===== src/rtl/misr_result_compactor_if.sv =====
// Handshake/bus bundle between the adder_subtractor_net result stream and the
// MISR signature compactor: session control, compacted data and signature status.
interface misr_result_compactor_if #(
  parameter int DIN_WIDTH = 9,
  parameter int SIG_WIDTH = 16,
  parameter int CNT_WIDTH = 9
);
  logic                 start;
  logic [0:DIN_WIDTH-1] din;
  logic                 din_valid;
  logic [SIG_WIDTH-1:0] golden;
  logic                 busy;
  logic                 done;
  logic                 pass;
  logic [SIG_WIDTH-1:0] signature;
  logic [CNT_WIDTH-1:0] pat_count;

  // Stimulus side: drives the session and the result bus, observes status.
  modport master (
    output start, din, din_valid, golden,
    input  busy, done, pass, signature, pat_count
  );

  // Compactor side.
  modport slave (
    input  start, din, din_valid, golden,
    output busy, done, pass, signature, pat_count
  );
endinterface


===== src/rtl/misr_result_compactor.sv =====
// Multiple-input signature register for the 9-bit result bus: compacts
// N_PATTERNS accepted vectors per session and compares the result against a golden value.
module misr_result_compactor #(
  parameter int                   DIN_WIDTH  = 9,
  parameter int                   SIG_WIDTH  = 16,
  parameter logic [SIG_WIDTH-1:0] POLY       = 16'h1021,
  parameter logic [SIG_WIDTH-1:0] SEED       = 16'h0000,
  parameter int                   N_PATTERNS = 256,
  parameter int                   CNT_WIDTH  = 9
) (
  input  logic                     clk,
  input  logic                     rst_n,
  misr_result_compactor_if.slave   bus
);

  typedef enum logic [1:0] {
    ST_IDLE = 2'b00,
    ST_RUN  = 2'b01,
    ST_DONE = 2'b10
  } state_e;

  localparam logic [CNT_WIDTH-1:0] LAST_CNT = CNT_WIDTH'(N_PATTERNS - 1);
  localparam logic [CNT_WIDTH-1:0] CNT_ONE  = CNT_WIDTH'(1);

  // din[0] is the bus MSB, so the bit-reversing index keeps numeric order:
  // din[DIN_WIDTH-1] lands in sig[0], din[0] in sig[DIN_WIDTH-1].
  function automatic logic [SIG_WIDTH-1:0] misr_next(
    input logic [SIG_WIDTH-1:0] sig,
    input logic [0:DIN_WIDTH-1] d
  );
    logic [SIG_WIDTH-1:0] dmap;
    dmap = '0;
    for (int i = 0; i < DIN_WIDTH; i++) begin
      dmap[DIN_WIDTH-1-i] = d[i];
    end
    misr_next = {sig[SIG_WIDTH-2:0], 1'b0}
              ^ (sig[SIG_WIDTH-1] ? POLY : {SIG_WIDTH{1'b0}})
              ^ dmap;
  endfunction

  state_e               state_q, state_d;
  logic [SIG_WIDTH-1:0] sig_q, sig_d;
  logic [CNT_WIDTH-1:0] cnt_q, cnt_d;
  logic                 pass_q, pass_d;
  logic                 busy_q, busy_d;
  logic                 done_q, done_d;
  logic [SIG_WIDTH-1:0] sig_nxt_s;

  // Next-state and datapath decode for the session FSM.
  always_comb begin
    state_d   = state_q;
    sig_d     = sig_q;
    cnt_d     = cnt_q;
    pass_d    = pass_q;
    sig_nxt_s = misr_next(sig_q, bus.din);

    case (state_q)
      ST_IDLE, ST_DONE: begin
        if (bus.start) begin
          state_d = ST_RUN;
          sig_d   = SEED;
          cnt_d   = {CNT_WIDTH{1'b0}};
          pass_d  = 1'b0;
        end else begin
          state_d = state_q;
        end
      end
      ST_RUN: begin
        if (bus.din_valid) begin
          sig_d = sig_nxt_s;
          cnt_d = cnt_q + CNT_ONE;
          if (cnt_q == LAST_CNT) begin
            state_d = ST_DONE;
            pass_d  = (sig_nxt_s == bus.golden);
          end else begin
            state_d = ST_RUN;
          end
        end else begin
          state_d = ST_RUN;
        end
      end
      default: begin
        state_d = ST_IDLE;
        sig_d   = SEED;
        cnt_d   = {CNT_WIDTH{1'b0}};
        pass_d  = 1'b0;
      end
    endcase

    busy_d = (state_d == ST_RUN);
    done_d = (state_d == ST_DONE);
  end

  // State, signature, counter and status registers.
  always_ff @(posedge clk or negedge rst_n) begin
    if (!rst_n) begin
      state_q <= ST_IDLE;
      sig_q   <= SEED;
      cnt_q   <= {CNT_WIDTH{1'b0}};
      pass_q  <= 1'b0;
      busy_q  <= 1'b0;
      done_q  <= 1'b0;
    end else begin
      state_q <= state_d;
      sig_q   <= sig_d;
      cnt_q   <= cnt_d;
      pass_q  <= pass_d;
      busy_q  <= busy_d;
      done_q  <= done_d;
    end
  end

  assign bus.busy      = busy_q;
  assign bus.done      = done_q;
  assign bus.pass      = pass_q;
  assign bus.signature = sig_q;
  assign bus.pat_count = cnt_q;

endmodule


===== src/flat_wrapper.sv =====
// flat-port wrapper written by rule: the top's interface ports become plain ports
module misr_result_compactor_flat 
#(
  parameter int                   DIN_WIDTH  = 9,
  parameter int                   SIG_WIDTH  = 16,
  parameter logic [SIG_WIDTH-1:0] POLY       = 16'h1021,
  parameter logic [SIG_WIDTH-1:0] SEED       = 16'h0000,
  parameter int                   N_PATTERNS = 256,
  parameter int                   CNT_WIDTH  = 9
)
  (clk, rst_n, bus_start, bus_din, bus_din_valid, bus_golden, bus_busy, bus_done, bus_pass, bus_signature, bus_pat_count);
  misr_result_compactor_if #(.DIN_WIDTH(DIN_WIDTH), .SIG_WIDTH(SIG_WIDTH), .CNT_WIDTH(CNT_WIDTH)) bus_i ();
  input  logic clk;
  input  logic rst_n;
  input wire logic [$bits(bus_i.start)-1:0] bus_start;
  input wire logic [$bits(bus_i.din)-1:0] bus_din;
  input wire logic [$bits(bus_i.din_valid)-1:0] bus_din_valid;
  input wire logic [$bits(bus_i.golden)-1:0] bus_golden;
  output wire logic [$bits(bus_i.busy)-1:0] bus_busy;
  output wire logic [$bits(bus_i.done)-1:0] bus_done;
  output wire logic [$bits(bus_i.pass)-1:0] bus_pass;
  output wire logic [$bits(bus_i.signature)-1:0] bus_signature;
  output wire logic [$bits(bus_i.pat_count)-1:0] bus_pat_count;
  assign bus_i.start = bus_start;
  assign bus_i.din = bus_din;
  assign bus_i.din_valid = bus_din_valid;
  assign bus_i.golden = bus_golden;
  assign bus_busy = bus_i.busy;
  assign bus_done = bus_i.done;
  assign bus_pass = bus_i.pass;
  assign bus_signature = bus_i.signature;
  assign bus_pat_count = bus_i.pat_count;
  misr_result_compactor #(.DIN_WIDTH(DIN_WIDTH), .SIG_WIDTH(SIG_WIDTH), .POLY(POLY), .SEED(SEED), .N_PATTERNS(N_PATTERNS), .CNT_WIDTH(CNT_WIDTH)) u_core (.clk(clk), .rst_n(rst_n), .bus(bus_i));
endmodule

===== config.mk =====
export PLATFORM = sky130hd
export DESIGN_NAME = misr_result_compactor_flat
export DESIGN_NICKNAME = d
export VERILOG_FILES = /design/src/rtl/misr_result_compactor_if.sv /design/src/rtl/misr_result_compactor.sv /design/src/flat_wrapper.sv
export SDC_FILE = /design/constraint.sdc
export NUM_CORES = 1
export LEC_CHECK = 0
export ABC_AREA = 1
export BUFFER_PORTS_ARGS = -buffer_cell sky130_fd_sc_hd__buf_4
export CAP_MARGIN = 20
export CORE_MARGIN = 1.5
export CORE_UTILIZATION = 51
export CTS_CLUSTER_DIAMETER = 120
export DETAILED_ROUTE_END_ITERATION = 12
export HOLD_SLACK_MARGIN = 0.06
export PLACE_DENSITY = 0.8
export SLEW_MARGIN = 20
export SYNTH_ARGS = -nofsm -noshare
export SYNTH_HDL_FRONTEND = slang
export SYNTH_SLANG_ARGS = --single-unit

===== constraint.sdc =====
create_clock -name clk -period 2 [get_ports clk]
set_input_delay 0.2 -clock clk [delete_from_list [all_inputs] [get_ports clk]]
set_output_delay 0.2 -clock clk [all_outputs]
set_load 0.02 [all_outputs]

# ---- After elaboration in Yosys (flattened, before gate mapping)
# Cells that the tools add are included.
# Widths: inputs -> output; s select.
dict set report totals {
  reg_bits 30
  in_bits 29
  out_inout_bits 28
  elab_cells 37
}
dict set report op_classes {
  add_sub_neg 1
  eq_ne 9
  muxes 15
  bitwise_logic 2
  reduce_logical 4
}
# cell n
set ops {}
lappend ops {{$mux 16} 2}
lappend ops {{$pmux 16 s2} 1}
lappend ops {{$mux 9} 2}
lappend ops {{$pmux 9 s2} 1}
lappend ops {{$eq 16x16->1} 1}
lappend ops {{$xor 16x16->16} 1}
lappend ops {{$xor 16x9->16} 1}
lappend ops {{$mux 13} 1}
lappend ops {{$add 9x1->9 const B} 1}
lappend ops {{$eq 9x8->1 const B} 1}
lappend ops {{$mux 2} 3}
lappend ops {{$eq 2x1->1 const B} 2}
lappend ops {{$eq 2x2->1 const B} 2}
lappend ops {{$ne 2x2->1 const B} 2}
lappend ops {{$pmux 2 s2} 1}
lappend ops {{$mux 1} 3}
lappend ops {{$reduce_and 3->1} 1}
lappend ops {{$logic_not 2->1} 1}
lappend ops {{$ne 2x1->1 const B} 1}
lappend ops {{$pmux 1 s2} 1}
lappend ops {{$reduce_and 2->1} 1}
lappend ops {{$reduce_or 2->1} 1}

# ---- Depth between registers and ports, before layout
# Gate-level depths: netlist (run 1).
dict set report depth {
  depth_word 7
  depth_mapped 13
  mapped_depth_nobuf 13
}

# ---- Least setup slack after synthesis (run 1)
# OpenSTA, ideal clock, no wires.
dict set report synth_path {
  path_kind {reg2reg}
  from {register u_core.cnt_q[3] (netlist: u_core.bus.pat_count[3])}
  to {register u_core.pass_q (netlist: u_core.bus.pass)}
  setup_ns 0.065
  t_arrival_ns 1.601
  required_time_ns 1.935
  slack_ns 0.334
  stages_incl_launch_ff 14
  n_path_buf 0
  synth_period_minus_slack_ns 1.666
  cell_sequence {dfrtp_1 -> nand2_1 -> nor2_1 -> inv_1 -> nor3_1 -> ha_1 -> nand2_2 -> nand2_1 -> nand2_1 -> nor2_1 -> nand3_1 -> nor2_1 -> nand2_1 -> nand2_1}
}
dict set report synth_via {
  elab_chain_cells 3
}
# element line_no
set synth_lines {}
lappend synth_lines {{start: declaration} misr_result_compactor.sv:43} ;# logic [CNT_WIDTH-1:0] cnt_q, cnt_d;
lappend synth_lines {{start signal: assignment} misr_result_compactor.sv:99} ;# cnt_q <= {CNT_WIDTH{1'b0}};
lappend synth_lines {{start signal: assignment} misr_result_compactor.sv:106} ;# cnt_q <= cnt_d;
lappend synth_lines {{$eq 9x8->1} misr_result_compactor.sv:72} ;# if (cnt_q == LAST_CNT) begin
lappend synth_lines {{$ne 2x1->1 (no line)} -}
lappend synth_lines {{$reduce_and 3->1 (no line)} -}
lappend synth_lines {{end signal: assignment} misr_result_compactor.sv:107} ;# pass_q <= pass_d;
lappend synth_lines {{end: declaration} misr_result_compactor.sv:44} ;# logic pass_q, pass_d;
# No other way between the ends.
# A chain may end at the register's enable or synchronous reset.

# ---- Worst setup path in the final report (run 1)
# Same ends and word-level chain as after synthesis.

==> results.yml, run 1 <==
global_routing:
  antenna_found_initial: 0
  grt_use_total_pct: 21.13
  grt_max_degree: 31
  overflow: 0
  grt_pass1_vias: 1501
  grt_pass1_wl_mm: 6.410
yosys:
  synth_nets: 271
  synth.avg_cell_area_um2: 7.486
  netlist_top_cells_area: "dfrtp_1 (42%), nand2_1 (17%), inv_1 (9.0%)"
  ys_seq_area_share_pct: 41.78
  syn_area_mm2: 0.001797
  synthDistinctLibCells: 24
  synth_seq_cells: 30
  yosysWarnings: 0
  synth_top_area_share_pct: 41.78
  post_synth_inst_count: 240
  yosys.area.top_type: "dfrtp_1"
clocking:
  cts_made_buffers: 5
  clock-sinks: 30
  cts.path.max_buffers: 2
  clk_latency_ps: 330
  path_clk_slew_ps: 100
  cts_tree: "done"
  cts_root_buf: "clkbuf_4"
  htreeDepth: 2
  postCtsSetupRepairBufs: 0
floorplanning:
  dieWidth_um: 62.36
  die_y_um: 62.36
  io_pins: 57
  core_mm2: 0.003363
  initial_utilization_pct: 53.42
  placementRows: 21
  die-area_mm2: 0.003888
routing:
  vias: 1645
  postRouteAntennaNets: 0
  drtIter0Drc: 67
  wire_per_inst_um: 11.13
  wirelength_mm: 3.883
  first_pass_iters: 4
  drc_errors: 0
  drt-vias-per-instance: 4.713
worst_setup_path:
  rr_startpoint: "u_core.bus.pat_count[3]"
  crit_type: "register to register"
  cp_data_required_time_ps: 2280
  reg2reg_depth: 13
  reg2reg_slack_ps: 250
  r2r-end: "u_core.bus.pass"
  arrival_ps: 2030
  cp-start-kind: "register"
  end_kind: "register"
  path_max_fanout: 4
sta:
  final_hold_viol_count: 0
  layout_min_cycle_time_ps: 1751
  setup_violations: 0
  maxClockFrequency_mhz: 571.0
  skew_ps: 9.982
  fin_crit_sh_pct: 87.57
  setup_tns_ps: 0
  maxSlewViolCount: 0
  worst_pin_slew_ps: 372.9
  rsz0062_at_grt: "no"
  setup_ws_ps: 248.6
  maxSlewHeadroom_pct: 75.14
cells_and_area:
  fin_cells: 349
  mostFrequentLayoutCells: "nand2_1 (81), buf_4 (57), inv_1 (43), dfrtp_1 (30), nor2_1 (22)"
  drive_above_1_share_pct: 27.06
  diodes: 0
  nNetsFinal: 333
  num-fill-cells: 293
  area_growth_pct: 29.04
  layout_commonest_cell: "nand2_1"
power:
  p_leak_nw: 1.284
  ir_worst_vdd_v: 0.0006333
  power_density_mw_per_mm2: 1013
worst_hold_path:
  hold-path-cell-count: 3
  hold_path.class: "primary input to register"
  min-delay-start: "bus_start"
  min_to: "u_core.state_q[0]"
place:
  io_buffers: 56
  pre_cts_slack_ps: 289.1
  dp_cells: 340
  hpwl_mm: 2.942
  place.gp.congestion: 0.8126
flow_run:
  cap_violations: 0
outcome:
  status: "finished, final reports clean"
-- cell families after synthesis --
family,count (synthesis),share of synthesized area (%)
AND/OR/NAND/NOR,130,30.92
buffers and inverters,47,11.07
flip-flops,30,41.78
AO/OA/AOI/OAI,28,13.37
XOR/XNOR,3,1.463
adder cells (fa/ha/maj),2,1.393
-- report_power, final --
group | total (mW) | switching (mW) | internal (mW)
Clock | 0.377 | 0.207 | 0.170
Combinational | 1.09 | 0.634 | 0.453
Sequential | 0.885 | 0.135 | 0.750
Total | 2.35 | 0.976 | 1.37
-- flip-flops by register name (all words and copies together) (netlist names) --
name and flops:
u_core.bus.done 1, u_core.bus.busy 1, u_core.state_q 2, u_core.bus.pass 1
u_core.bus.signature 16, u_core.bus.pat_count 9
-- per-layer routing --
| layer | routed length (um) | global-route usage, % |
|---|---|---|
| met2 | 1774 | 33.56 |
| met4 | 72 | 10.00 |
| met1 | 1832 | 27.50 |
| met5 | 0 | 0 |
| met3 | 204 | 4.891 |
-- what timing repair did --
action,CTS,global route
hold endpoints to repair,30,0
hold buffers,1,0
gates resized for setup,0,0
-- synth_stat cells, drive strengths merged --
cell / instances
or2: 1
and2: 1
buf: 3
nand3b: 7
o21ai: 5
nand3: 11
xnor2: 1
dfrtp: 30
ha: 2
inv: 44
a21oi: 3
nand2: 85
nor2: 23
nor3: 2
o22ai: 18
xor2: 2
a31oi: 1
a211oi: 1
-- critical path, stage by stage (launching register included) --
cell and delay, ps:
dfrtp_1 410, nand2_1 90, nor2_1 170, inv_1 70, nor3_1 170, ha_1 190
nand2_2 60, nand2_1 110, nand2_1 70, nor2_1 90, nand3_1 70, nor2_1 90
nand2_1 50, nand2_1 50
-- worst max path at each step --
stage | start | endpoint | slack, ps | cells past startpoint
global placement | u_core.bus.pat_count[3] | u_core.bus.pass | 360 | 13
finish | u_core.bus.pat_count[3] | u_core.bus.pass | 250 | 13
CTS | u_core.bus.pat_count[3] | u_core.bus.pass | 260 | 13
floorplan | u_core.bus.pat_count[3] | u_core.bus.pass | 330 | 13
detailed placement | u_core.bus.pat_count[3] | u_core.bus.pass | 290 | 13
global route | u_core.bus.pat_count[3] | u_core.bus.pass | 40 | 13
-- per-stage QoR --
step / util (%) / hold slack (ps) / cell area [um2] / total power, mW
2_1_floorplan: - / -95.59 / 1797 / 1.585
3_3_place_gp: 66.85 / 150.0 / 2248 / 1.963
3_5_place_dp: 66.85 / 151.0 / 2248 / 1.981
4_1_cts: 68.94 / 120.5 / 2318 / 2.367
5_1_grt: 68.94 / 138.0 / 2318 / 2.512
6_report: 68.94 / 128.6 / 2318 / 2.348
-- final cells by class --
type	count	area (um2)	share of cell area, %
multi-input cells	163	847.1	36.54
flip-flops and latches	30	750.7	32.38
repair buffers	58	437.9	18.89
inverters	44	165.2	7.124
well taps	46	57.56	2.482
clock buffers	7	55.05	2.375
clock inverters	1	5.005	0.2159
(Power assumes the default switching activity.)
==> inputs of run 2 (changes only) <==
==> constraint.sdc (replaced) <==
create_clock -name clk -period 1.81 [get_ports clk]
set_input_delay 0.181 -clock clk [delete_from_list [all_inputs] [get_ports clk]]
set_output_delay 0.181 -clock clk [all_outputs]
set_load 0.02 [all_outputs]
==> results.yml, run 2 (synthesis results as in run 1) <==
worst_setup_path:
  crit_chain: "nand2_1 > nor2_2 > inv_1 > nor3_2 > ha_2 > nand2_2 > nand2_1 > nand2_1 > nor2_1 > nand3_1 > nor2_1 > nand2_1 > nand2_1"
  cp_data_required_time_ps: 2100
  slowest_delay_ps: 410
  arrival_ps: 1980
  path_max_fanout: 4
  cp_common_cell: "nand2_1"
  cpMaxStageDelayCell: "dfrtp_1"
  cp-start-kind: "register"
  reg2reg_depth: 13
  crit_type: "register to register"
  end_kind: "register"
cells_and_area:
  layout.area.seq_um2: 750.7
  nNetsFinal: 337
  multiInputGateArea_um2: 859.6
  diodes: 0
  mostFrequentLayoutCells: "nand2_1 (81), buf_4 (61), inv_1 (43), dfrtp_1 (30), nor2_1 (21)"
  largest_reg_flops: 16
  design_area_mm2: 0.002365
  layout_commonest_cell: "nand2_1"
  drive_above_1_share_pct: 29.64
  area_growth_pct: 31.62
  num-fill-cells: 292
routing:
  wire_per_inst_um: 11.77
  first_pass_iters: 4
  drt-vias-per-instance: 4.844
  drtIter0Drc: 83
  drc_errors: 0
  vias: 1710
  postRouteAntennaNets: 0
  wirelength_mm: 4.156
place:
  io_buffers: 56
  hpwl_mm: 3.020
  place_area_mm2: 0.002248
  place.gp.congestion: 0.8145
power:
  p_leak_nw: 1.300
  finalPower_mw: 2.706
  power_density_mw_per_mm2: 1144
  ir_worst_vdd_v: 0.0008497
global_routing:
  overflow: 0
  grt_pass1_wl_mm: 6.417
  grt_max_degree: 31
  antenna_found_initial: 0
  grt_pass1_vias: 1450
  grt_use_total_pct: 21.15
floorplanning:
  die-area_mm2: 0.003888
  dieWidth_um: 62.36
  placementRows: 21
  core_mm2: 0.003363
  io_pins: 57
  initial_utilization_pct: 53.42
  die_y_um: 62.36
clocking:
  cts_root_buf: "clkbuf_4"
  cts_tree: "done"
  clk_latency_ps: 340
  cts_made_buffers: 5
  cts.path.max_buffers: 2
  path_clk_slew_ps: 110
  clock-sinks: 30
  htreeDepth: 2
outcome:
  status: "finished, final reports clean"
sta:
  fin_crit_sh_pct: 93.54
  maxClockFrequency_mhz: 590.7
  layout_min_cycle_time_ps: 1693
  worst_pin_slew_ps: 387.9
  skew_ps: 15.01
  maxSlewHeadroom_pct: 74.14
  setup_violations: 0
  setup_tns_ps: 0
  maxSlewViolCount: 0
  final_hold_viol_count: 0
worst_hold_path:
  hold-path-cell-count: 3
  hold_path.class: "primary input to register"
flow_run:
  cap_violations: 0
-- run 2: cell count changes in the layout (fill, tap and decap cells not counted), sizes merged --
cell and change:
clkbuf -1, clkinvlp +1, buf +4
-- run 2: area by class of cell --
type / instances / area share, %
multi-input combinational: 163 / 36.35
sequential: 30 / 31.75
tap: 46 / 2.434
inverter: 44 / 6.984
clock inverter: 2 / 0.5291
timing repair buffer: 62 / 19.79
clock buffer: 6 / 2.169
-- run 2: through the flow --
stage          cells  setup WS, ps  hold WS (ps)  util, %
2_1_floorplan    240         144.1        -114.6        -
3_3_place_gp     340         179.4         131.1    66.85
3_5_place_dp     340         61.37         135.0    66.85
4_1_cts          349         37.12         115.3    69.05
5_1_grt          353        -45.56         113.3    70.31
6_report         353         117.0         115.2    70.31
-- run 2: path summary, 6_finish.rpt --
path	from	slack, ps	endpoint
max in group asynchronous	rst_n	1220	u_core.bus.signature[12]
worst min register to register	u_core.bus.pat_count[1]	540	u_core.bus.pat_count[1]
worst min-delay path	bus_start	120	u_core.bus.busy
min in group asynchronous	rst_n	300	u_core.bus.done
worst max register to register	u_core.bus.pat_count[3]	120	u_core.bus.pass
worst max-delay path	u_core.bus.pat_count[3]	120	u_core.bus.pass
-- run 2: power by group --
group	internal [mW]	leakage, nW	switching (mW)
Sequential	0.829	0.386	0.147
Clock	0.187	0.0343	0.254
Combinational	0.553	0.880	0.738
Total	1.57	1.30	1.14
-- run 2: critical path, delay by kind of cell (launching register included) --
kind                     cells  cell delay, ps
AND/OR/NAND/NOR             11             960
flip-flops                   1             410
buffers and inverters        1              80
adder cells (fa/ha/maj)      1             190
-- run 2: timing repair --
item,in CTS,in global routing
endpoints found under the hold margin,30,0
setup buffers,0,4
resized for setup,0,4
endpoints found under the setup margin,0,1
hold buffers,1,0
-- run 2: metal layers --
metal | GRT usage [%] | wire length (um) | up-vias
met5 | 0 | 0 | -
met3 | 5.797 | 227 | 4
met4 | 6.667 | 43 | 0
met2 | 33.15 | 1977 | 49
met1 | 28.71 | 1907 | 771
li1 | - | - | 886
